## src/rtl/rv_iommu.sv

```systemverilog
// Shared IOMMU HPM types: event configuration register layout, event queue entry,
// eventid constants and the event matching rules used by the event counters.
package rv_iommu;

  localparam logic [14:0] UT_REQ     = 15'd1;
  localparam logic [14:0] IOTLB_MISS = 15'd4;
  localparam logic [14:0] DDTW       = 15'd5;
  localparam logic [14:0] PDTW       = 15'd6;
  localparam logic [14:0] S1_PTW     = 15'd7;
  localparam logic [14:0] S2_PTW     = 15'd8;

  localparam int unsigned NumEv = 6;

  // Bit positions of the ev_i vector.
  typedef enum logic [2:0] {
    EvTrReq     = 3'd0,
    EvIotlbMiss = 3'd1,
    EvDdtWalk   = 3'd2,
    EvPdtWalk   = 3'd3,
    EvS1Ptw     = 3'd4,
    EvS2Ptw     = 3'd5
  } ev_idx_e;

  typedef struct packed {
    logic        of;
    logic        idt;
    logic        dv_gscv;
    logic        pv_pscv;
    logic [23:0] did_gscid;
    logic [19:0] pid_pscid;
    logic        dmask;
    logic [14:0] eventid;
  } iohpmevt_t;

  typedef struct packed {
    logic [NumEv-1:0] mask;
    logic [23:0]      did;
    logic [19:0]      pid;
    logic [19:0]      pscid;
    logic [15:0]      gscid;
    logic             pid_v;
  } evq_entry_t;

  function automatic logic [14:0] ev_eventid(input ev_idx_e idx);
    logic [14:0] id;
    id = '0;
    case (idx)
      EvTrReq:     id = UT_REQ;
      EvIotlbMiss: id = IOTLB_MISS;
      EvDdtWalk:   id = DDTW;
      EvPdtWalk:   id = PDTW;
      EvS1Ptw:     id = S1_PTW;
      EvS2Ptw:     id = S2_PTW;
      default:     id = '0;
    endcase
    return id;
  endfunction

  // With dmask the trailing ones of the reference ID are don't-care bits.
  function automatic logic id_match(input logic [23:0] a, input logic [23:0] b,
                                    input logic dmask);
    logic [23:0] cmp;
    cmp = dmask ? ~(b & ~(b + 24'd1)) : '1;
    return ((a ^ b) & cmp) == '0;
  endfunction

  function automatic logic evt_hit(input iohpmevt_t evt, input evq_entry_t ent);
    logic [NumEv-1:0] sel;
    logic             pscid_cmp, gscid_cmp;
    logic             did_ok, pid_ok, pscid_ok, gscid_ok, flt_ok;
    for (int unsigned i = 0; i < NumEv; i++) begin
      sel[i] = (evt.eventid != '0) && (evt.eventid == ev_eventid(ev_idx_e'(3'(i))));
    end
    pscid_cmp = ent.mask[EvIotlbMiss] | ent.mask[EvS1Ptw] | ent.mask[EvS2Ptw];
    gscid_cmp = pscid_cmp | ent.mask[EvPdtWalk];
    did_ok    = id_match(ent.did, evt.did_gscid, evt.dmask);
    pid_ok    = ent.pid_v && (ent.pid == evt.pid_pscid);
    pscid_ok  = !pscid_cmp || (ent.pscid == evt.pid_pscid);
    gscid_ok  = !gscid_cmp ||
                id_match({8'h00, ent.gscid}, {8'h00, evt.did_gscid[15:0]}, evt.dmask);
    case ({evt.idt, evt.dv_gscv, evt.pv_pscv})
      3'b001:  flt_ok = pid_ok;
      3'b010:  flt_ok = did_ok;
      3'b011:  flt_ok = did_ok & pid_ok;
      3'b101:  flt_ok = pscid_ok;
      3'b110:  flt_ok = gscid_ok;
      3'b111:  flt_ok = gscid_ok & pscid_ok;
      default: flt_ok = 1'b1;
    endcase
    return (|(sel & ent.mask)) & flt_ok;
  endfunction

endpackage

```

## src/rtl/fifo_v3.sv

```systemverilog
// Synchronous FIFO with registered storage; a push is accepted while full when a pop
// happens in the same cycle.
module fifo_v3 #(
  parameter int unsigned DATA_WIDTH = 32,
  parameter int unsigned DEPTH      = 4,
  parameter type         dtype      = logic [DATA_WIDTH-1:0],
  localparam int unsigned AddrW     = (DEPTH > 1) ? $clog2(DEPTH) : 1
) (
  input  logic clk_i,
  input  logic rst_ni,
  input  logic flush_i,
  output logic full_o,
  output logic empty_o,
  input  dtype data_i,
  input  logic push_i,
  output dtype data_o,
  input  logic pop_i
);

  dtype             mem_q [DEPTH];
  logic [AddrW-1:0] wr_ptr_q, rd_ptr_q;
  logic [AddrW:0]   cnt_q, cnt_d;
  logic             do_push, do_pop;

  assign full_o  = (cnt_q == (AddrW + 1)'(DEPTH));
  assign empty_o = (cnt_q == '0);
  assign do_pop  = pop_i & ~empty_o;
  assign do_push = push_i & (~full_o | do_pop);
  assign data_o  = mem_q[rd_ptr_q];
  assign cnt_d   = cnt_q + (AddrW + 1)'(do_push) - (AddrW + 1)'(do_pop);

  always_ff @(posedge clk_i or negedge rst_ni) begin
    if (!rst_ni) begin
      wr_ptr_q <= '0;
      rd_ptr_q <= '0;
      cnt_q    <= '0;
    end else if (flush_i) begin
      wr_ptr_q <= '0;
      rd_ptr_q <= '0;
      cnt_q    <= '0;
    end else begin
      if (do_push) wr_ptr_q <= wr_ptr_q + 1'b1;
      if (do_pop)  rd_ptr_q <= rd_ptr_q + 1'b1;
      cnt_q <= cnt_d;
    end
  end

  always_ff @(posedge clk_i) begin
    if (do_push) mem_q[wr_ptr_q] <= data_i;
  end

endmodule

```

## src/rtl/iommu_hpm_evq.sv

```systemverilog
// IOMMU hardware performance monitor front end: rising-edge event detection, an event
// queue, and per-counter event selection/filtering producing counter update strobes.
module iommu_hpm_evq
  import rv_iommu::*;
#(
  parameter int unsigned N_IOHPMCTR = 8,
  parameter int unsigned CTR_W      = 64,
  parameter int unsigned CYC_W      = 63,
  parameter int unsigned EVQ_DEPTH  = 4,
  localparam int unsigned NC        = (N_IOHPMCTR > 0) ? N_IOHPMCTR : 1
) (
  input  logic                      clk_i,
  input  logic                      rst_ni,
  input  logic [5:0]                ev_i,
  input  logic [23:0]               did_i,
  input  logic [19:0]               pid_i,
  input  logic [19:0]               pscid_i,
  input  logic [15:0]               gscid_i,
  input  logic                      pid_v_i,
  input  logic                      cy_inh_i,
  input  logic [NC-1:0]             hpm_inh_i,
  input  logic [CYC_W-1:0]          cyc_q_i,
  input  logic                      cyc_of_q_i,
  output logic [CYC_W-1:0]          cyc_d_o,
  output logic                      cyc_de_o,
  output logic                      cyc_of_de_o,
  input  logic [NC-1:0][CTR_W-1:0]  ctr_q_i,
  input  iohpmevt_t [NC-1:0]        evt_i,
  output logic [NC-1:0][CTR_W-1:0]  ctr_d_o,
  output logic [NC-1:0]             ctr_de_o,
  output logic [NC-1:0]             of_de_o,
  output logic                      hpm_ip_o,
  output logic                      evq_ovf_o,
  output logic [7:0]                evq_drop_o
);

  logic [5:0]  ev_q, ev_rise;
  logic        push, pop, full, empty, drop;
  logic        ovf_q, ovf_d;
  logic [7:0]  drop_q, drop_d;
  logic [NC-1:0] ctr_ip;
  evq_entry_t  push_data, head;

  assign ev_rise   = ev_i & ~ev_q;
  assign push      = |ev_rise;
  assign pop       = ~empty;
  assign push_data = '{mask: ev_rise, did: did_i, pid: pid_i, pscid: pscid_i,
                       gscid: gscid_i, pid_v: pid_v_i};

  fifo_v3 #(
    .DEPTH (EVQ_DEPTH),
    .dtype (evq_entry_t)
  ) u_evq (
    .clk_i   (clk_i),
    .rst_ni  (rst_ni),
    .flush_i (1'b0),
    .full_o  (full),
    .empty_o (empty),
    .data_i  (push_data),
    .push_i  (push),
    .data_o  (head),
    .pop_i   (pop)
  );

  assign drop   = push & full & ~pop;
  assign ovf_d  = ovf_q | drop;
  assign drop_d = (drop && (drop_q != 8'hFF)) ? drop_q + 8'd1 : drop_q;

  always_ff @(posedge clk_i or negedge rst_ni) begin
    if (!rst_ni) begin
      ev_q   <= '0;
      ovf_q  <= 1'b0;
      drop_q <= '0;
    end else begin
      ev_q   <= ev_i;
      ovf_q  <= ovf_d;
      drop_q <= drop_d;
    end
  end

  assign evq_ovf_o  = ovf_q;
  assign evq_drop_o = drop_q;

  if (N_IOHPMCTR > 0) begin : g_ctr
    // The queue head is consumed in the cycle it is visible, so updates are combinational.
    always_comb begin
      ctr_d_o  = '0;
      ctr_de_o = '0;
      of_de_o  = '0;
      ctr_ip   = '0;
      for (int unsigned j = 0; j < NC; j++) begin
        ctr_d_o[j]  = ctr_q_i[j] + CTR_W'(1);
        ctr_de_o[j] = ~empty & ~hpm_inh_i[j] & evt_hit(evt_i[j], head);
        of_de_o[j]  = ctr_de_o[j] & (&ctr_q_i[j]);
        ctr_ip[j]   = of_de_o[j] & ~evt_i[j].of;
      end
    end
  end else begin : g_no_ctr
    assign ctr_d_o  = '0;
    assign ctr_de_o = '0;
    assign of_de_o  = '0;
    assign ctr_ip   = '0;
  end

  assign cyc_de_o    = ~cy_inh_i;
  assign cyc_d_o     = cyc_q_i + CYC_W'(1);
  assign cyc_of_de_o = cyc_de_o & (&cyc_q_i);
  // Only a hardware-driven 0->1 OF transition interrupts.
  assign hpm_ip_o    = (cyc_of_de_o & ~cyc_of_q_i) | (|ctr_ip);

endmodule

```

## config.mk

```make
export PLATFORM = sky130hd
export DESIGN_NAME = iommu_hpm_evq
export DESIGN_NICKNAME = d
export VERILOG_FILES = /design/src/rtl/rv_iommu.sv /design/src/rtl/fifo_v3.sv /design/src/rtl/iommu_hpm_evq.sv
export SDC_FILE = /design/constraint.sdc
export NUM_CORES = 2
export LEC_CHECK = 0
export ABC_CLOCK_PERIOD_IN_PS = 4100
export CAP_MARGIN = 20
export CORE_AREA = 4 4 696 698
export DETAILED_ROUTE_END_ITERATION = 8
export DIE_AREA = 0 0 700 702
export DONT_BUFFER_PORTS = 1
export PLACE_DENSITY = 0.3
export SLEW_MARGIN = 0
export SYNTH_ARGS = -nofsm -noshare
export SYNTH_HDL_FRONTEND = slang
export SYNTH_HIERARCHICAL = 1
export SYNTH_SLANG_ARGS = --single-unit
```

## constraint.sdc

```tcl
create_clock -name clk_i -period 4.1 [get_ports clk_i]
set_input_delay 0.82 -clock clk_i [delete_from_list [all_inputs] [get_ports clk_i]]
set_output_delay 0.82 -clock clk_i [all_outputs]
set_load 0.1 [all_outputs]
```

==> results.cfg <==
[timing]
worst_slew_pin_slew_ns = 1.01
rsz0062_at_grt = yes
period_share = 1.40
setup_slack_ns = -1.63
setup_violations = 17
fin_crit_ns = 5.73
hold_viol_final = 0
fin_hold_ws_ns = 0.0322
max_freq_ghz = 0.175
slew_viol_final = 0
finalClockSkew_ns = 0.0715
relSlewSlack = 0.325

[die]
core-area_um2 = 478000
initial_core_util = 0.0735
dieArea_um2 = 491000
die_h_um = 702
rows = 254
die_x_um = 700
ioPinCount = 1789

[synth]
syn_area_per_cell_um2 = 9.07
synth-seq-area-share = 0.313
synth_top_area_cell = edfxtp_1
synth-seq-cells = 370
yosysWarnings = 6
synth_commonest_cells = 633 x xnor2_1, 366 x nand2_1, 348 x edfxtp_1, 307 x xor2_1, 290 x nand3_1
synth.distinct_cells = 105
synth-main-ff-cell = edfxtp_1
yosys-top-cells-area = edfxtp_1 30%, xnor2_1 16%, xor2_1 7.7%
synthesis.nets = 5075
synth_top_area_frac = 0.297
synth-edff-count = 348
syn_inst = 3873
synth.most_common_cell = xnor2_1
synthArstFlopShare = 0.0595
netlist_area_um2 = 35100

[clock_tree]
clk_pin_slew_ns = 0.06
clockBufferDepth = 3
cts_tree = done
cts.sinks = 370
worstSkewPairLatency_ns = 0.63
cts_root_buf = clkbuf_16
numCtsBuffers = 38
h-tree-depth = 2

[grt]
grt_max_degree = 42
overflow = 0
grt.total_usage = 0.178
grt_pass1_wl_um = 553000
grt_antenna_before_repair = 80
grt_pass1_vias = 41120

[critical_path]
cp_data_required_time_ns = 3.28
end_kind = primary output
critPathKind = reg2out
critPathLaunchType = flip-flop
path_max_fanout = 6
arrival_ns = 4.91

[drt]
drt_iter0_markers = 3293
wire_per_inst_um = 38.8
drc = 0
totalWireLength_um = 459000
antenna_left = 0
avgViaCountPerCell = 3.46
drtPass1Iterations = 7
vias = 41059

[pwr]
seqPwrFrac = 0.164
p_int_mw = 16.7
peakVddDrop_uv = 306
power_frac_comb = 0.730
p_per_area_nw_per_um2 = 465
p_sw_mw = 15.7
leakage_nw = 25.0
clock_power_share = 0.106
sw_frac_of_total = 0.485

[hold_path]
hp-class = in2async

[cells_and_area]
finalNetCount = 6544
final_cell_count_no_fill = 11851
area_growth_pct = 98.5
drive_gt1_frac = 0.477
n_fill_cell = 53764

[place]
dp.cells = 11564
port_buffers = 0
dp_hpwl_um = 427000
globalplace.congestion = 0.975

[run]
maxCapViolations = 0

[outcome]
status = finished, violations left
violations = setup timing
==> critical path, stage by stage, from the launching register on <==
cell and delay (ns):
dfrtp_4 0.51, buf_12 0.16, buf_4 0.13, mux4_2 0.46
buf_12 0.14, buf_4 0.12, mux4_2 0.63, a211oi_2 0.27
buf_4 0.19, nor3b_1 0.06, buf_4 0.18, a22oi_2 0.18
o22ai_2 0.15, o2bb2ai_4 0.20, buf_4 0.17, a221oi_2 0.24
o2111ai_4 0.25, buf_12 0.27
==> layer usage <==
metal | wire length [µm] | part of all wire | global-route usage | up-vias
li1 | - | - | - | 17339
met1 | 166000 | 0.36 | 0.189 | 21242
met2 | 235000 | 0.51 | 0.325 | 2034
met3 | 42800 | 0.093 | 0.0694 | 406
met4 | 15300 | 0.033 | 0.0475 | 38
met5 | 267 | 0.00058 | 0 | -
==> kinds of logic after synthesis <==
logic type | after synthesis | synth area share
AOI/OAI and AO/OA | 475 | 0.0933
xor gates and xnor gates | 940 | 0.234
adders and majority gates | 16 | 0.00591
buffers and inverters | 274 | 0.0324
DFF | 370 | 0.313
muxes | 103 | 0.0623
other | 1 | 0.000107
and+or+nand+nor | 1694 | 0.259
==> metrics by stage <==
| step | setup WS, ns | TNS, ns | total power [mW] | util | area [µm²] |
|---|---|---|---|---|---|
| final | -1.63 | -23.79 | 32.4 | 0.146 | 69700 |
| after global routing | -1.79 | -26.43 | 33.3 | 0.146 | 69600 |
| after CTS | -1.85 | -26.42 | 31.7 | 0.144 | 68700 |
| after detailed placement | -1.89 | -25.12 | 26.2 | 0.136 | 65100 |
| after global placement | -1.96 | -26.99 | 26.4 | 0.136 | 65100 |
| after floorplan | -0.936 | -4.59 | 15.4 | - | 39100 |
==> repair_timing <==
action | in CTS | in global routing
endpoints found under the hold margin | 22 | 0
resized for setup | 301 | 134
setup endpoints to repair | 37 | 57
cloned | 2 | 0
pin swaps | 89 | 76
hold buffers | 1 | 0
setup buffers | 98 | 52
==> worst paths after layout <==
path	from	end	slack [ns]	depth (start not counted)
max	u_evq/rd_ptr_q[0]$_DFFE_PN0P_	hpm_ip_o	-1.63	17
min	rst_ni	evq_drop_o[0]$_DFFE_PN0P_	0.03	1
max reg2reg	u_evq/cnt_q[1]$_DFF_PN0_	evq_drop_o[7]$_DFFE_PN0P_	0.67	10
min reg2reg	ev_q[0]$_DFF_PN0_	u_evq/mem_q[0][81]$_DFFE_PP_	0.56	1
max in group asynchronous	rst_ni	u_evq/rd_ptr_q[0]$_DFFE_PN0P_	3.82	1
min in group clk_i	ev_i[4]	ev_q[4]$_DFF_PN0_	0.25	0
==> power by group through the flow <==
stage | sequential, mW | combinational (mW) | clock [mW]
after floorplan | 5.47 | 9.91 | 0
after global placement | 5.38 | 21.0 | 0
after detailed placement | 5.39 | 20.8 | 0
after CTS | 5.32 | 22.9 | 3.54
after global routing | 5.36 | 24.3 | 3.66
final | 5.31 | 23.7 | 3.44
==> cells in the final DEF (no fill, tap or decap), drive strengths merged, types with 18 or more instances in the layout <==
master and instances:
buf 1549, xnor2 633, nand2 366, edfxtp 348, xor2 307, nand3 294
nor2 237, nand4 214, inv 130, nor4 112, and3 107, o22ai 105
mux4 92, nor3 87, a21oi 83, diode 80, clkbuf 57, nand2b 56
nor2b 49, o21ai 48, and4 40, and2 35, a31oi 30, a22oi 29
or4 26, dfrtp 22, clkinv 20, or3 18
==> sequential cells by signal, summed over array words and instances, names as in the netlist <==
signal / count
u_evq/wr_ptr_q: 2
evq_drop_o: 8
u_evq/rd_ptr_q: 2
evq_ovf_o: 1
ev_q: 6
u_evq/mem_q: 348
u_evq/cnt_q: 3
==> layout make-up <==
cell class | instances | area, µm² | share of cell area
tap | 6400 | 8010 | 0.115
clock buffer | 54 | 1040 | 0.0149
sequential | 370 | 11000 | 0.158
clock inverter | 15 | 139 | 0.00199
timing repair buffer | 1552 | 18000 | 0.259
inverter | 151 | 663 | 0.00951
multi-input combinational | 3229 | 30600 | 0.439
antenna | 80 | 200 | 0.00287
No activity file was read; power rests on OpenSTA's default activity.
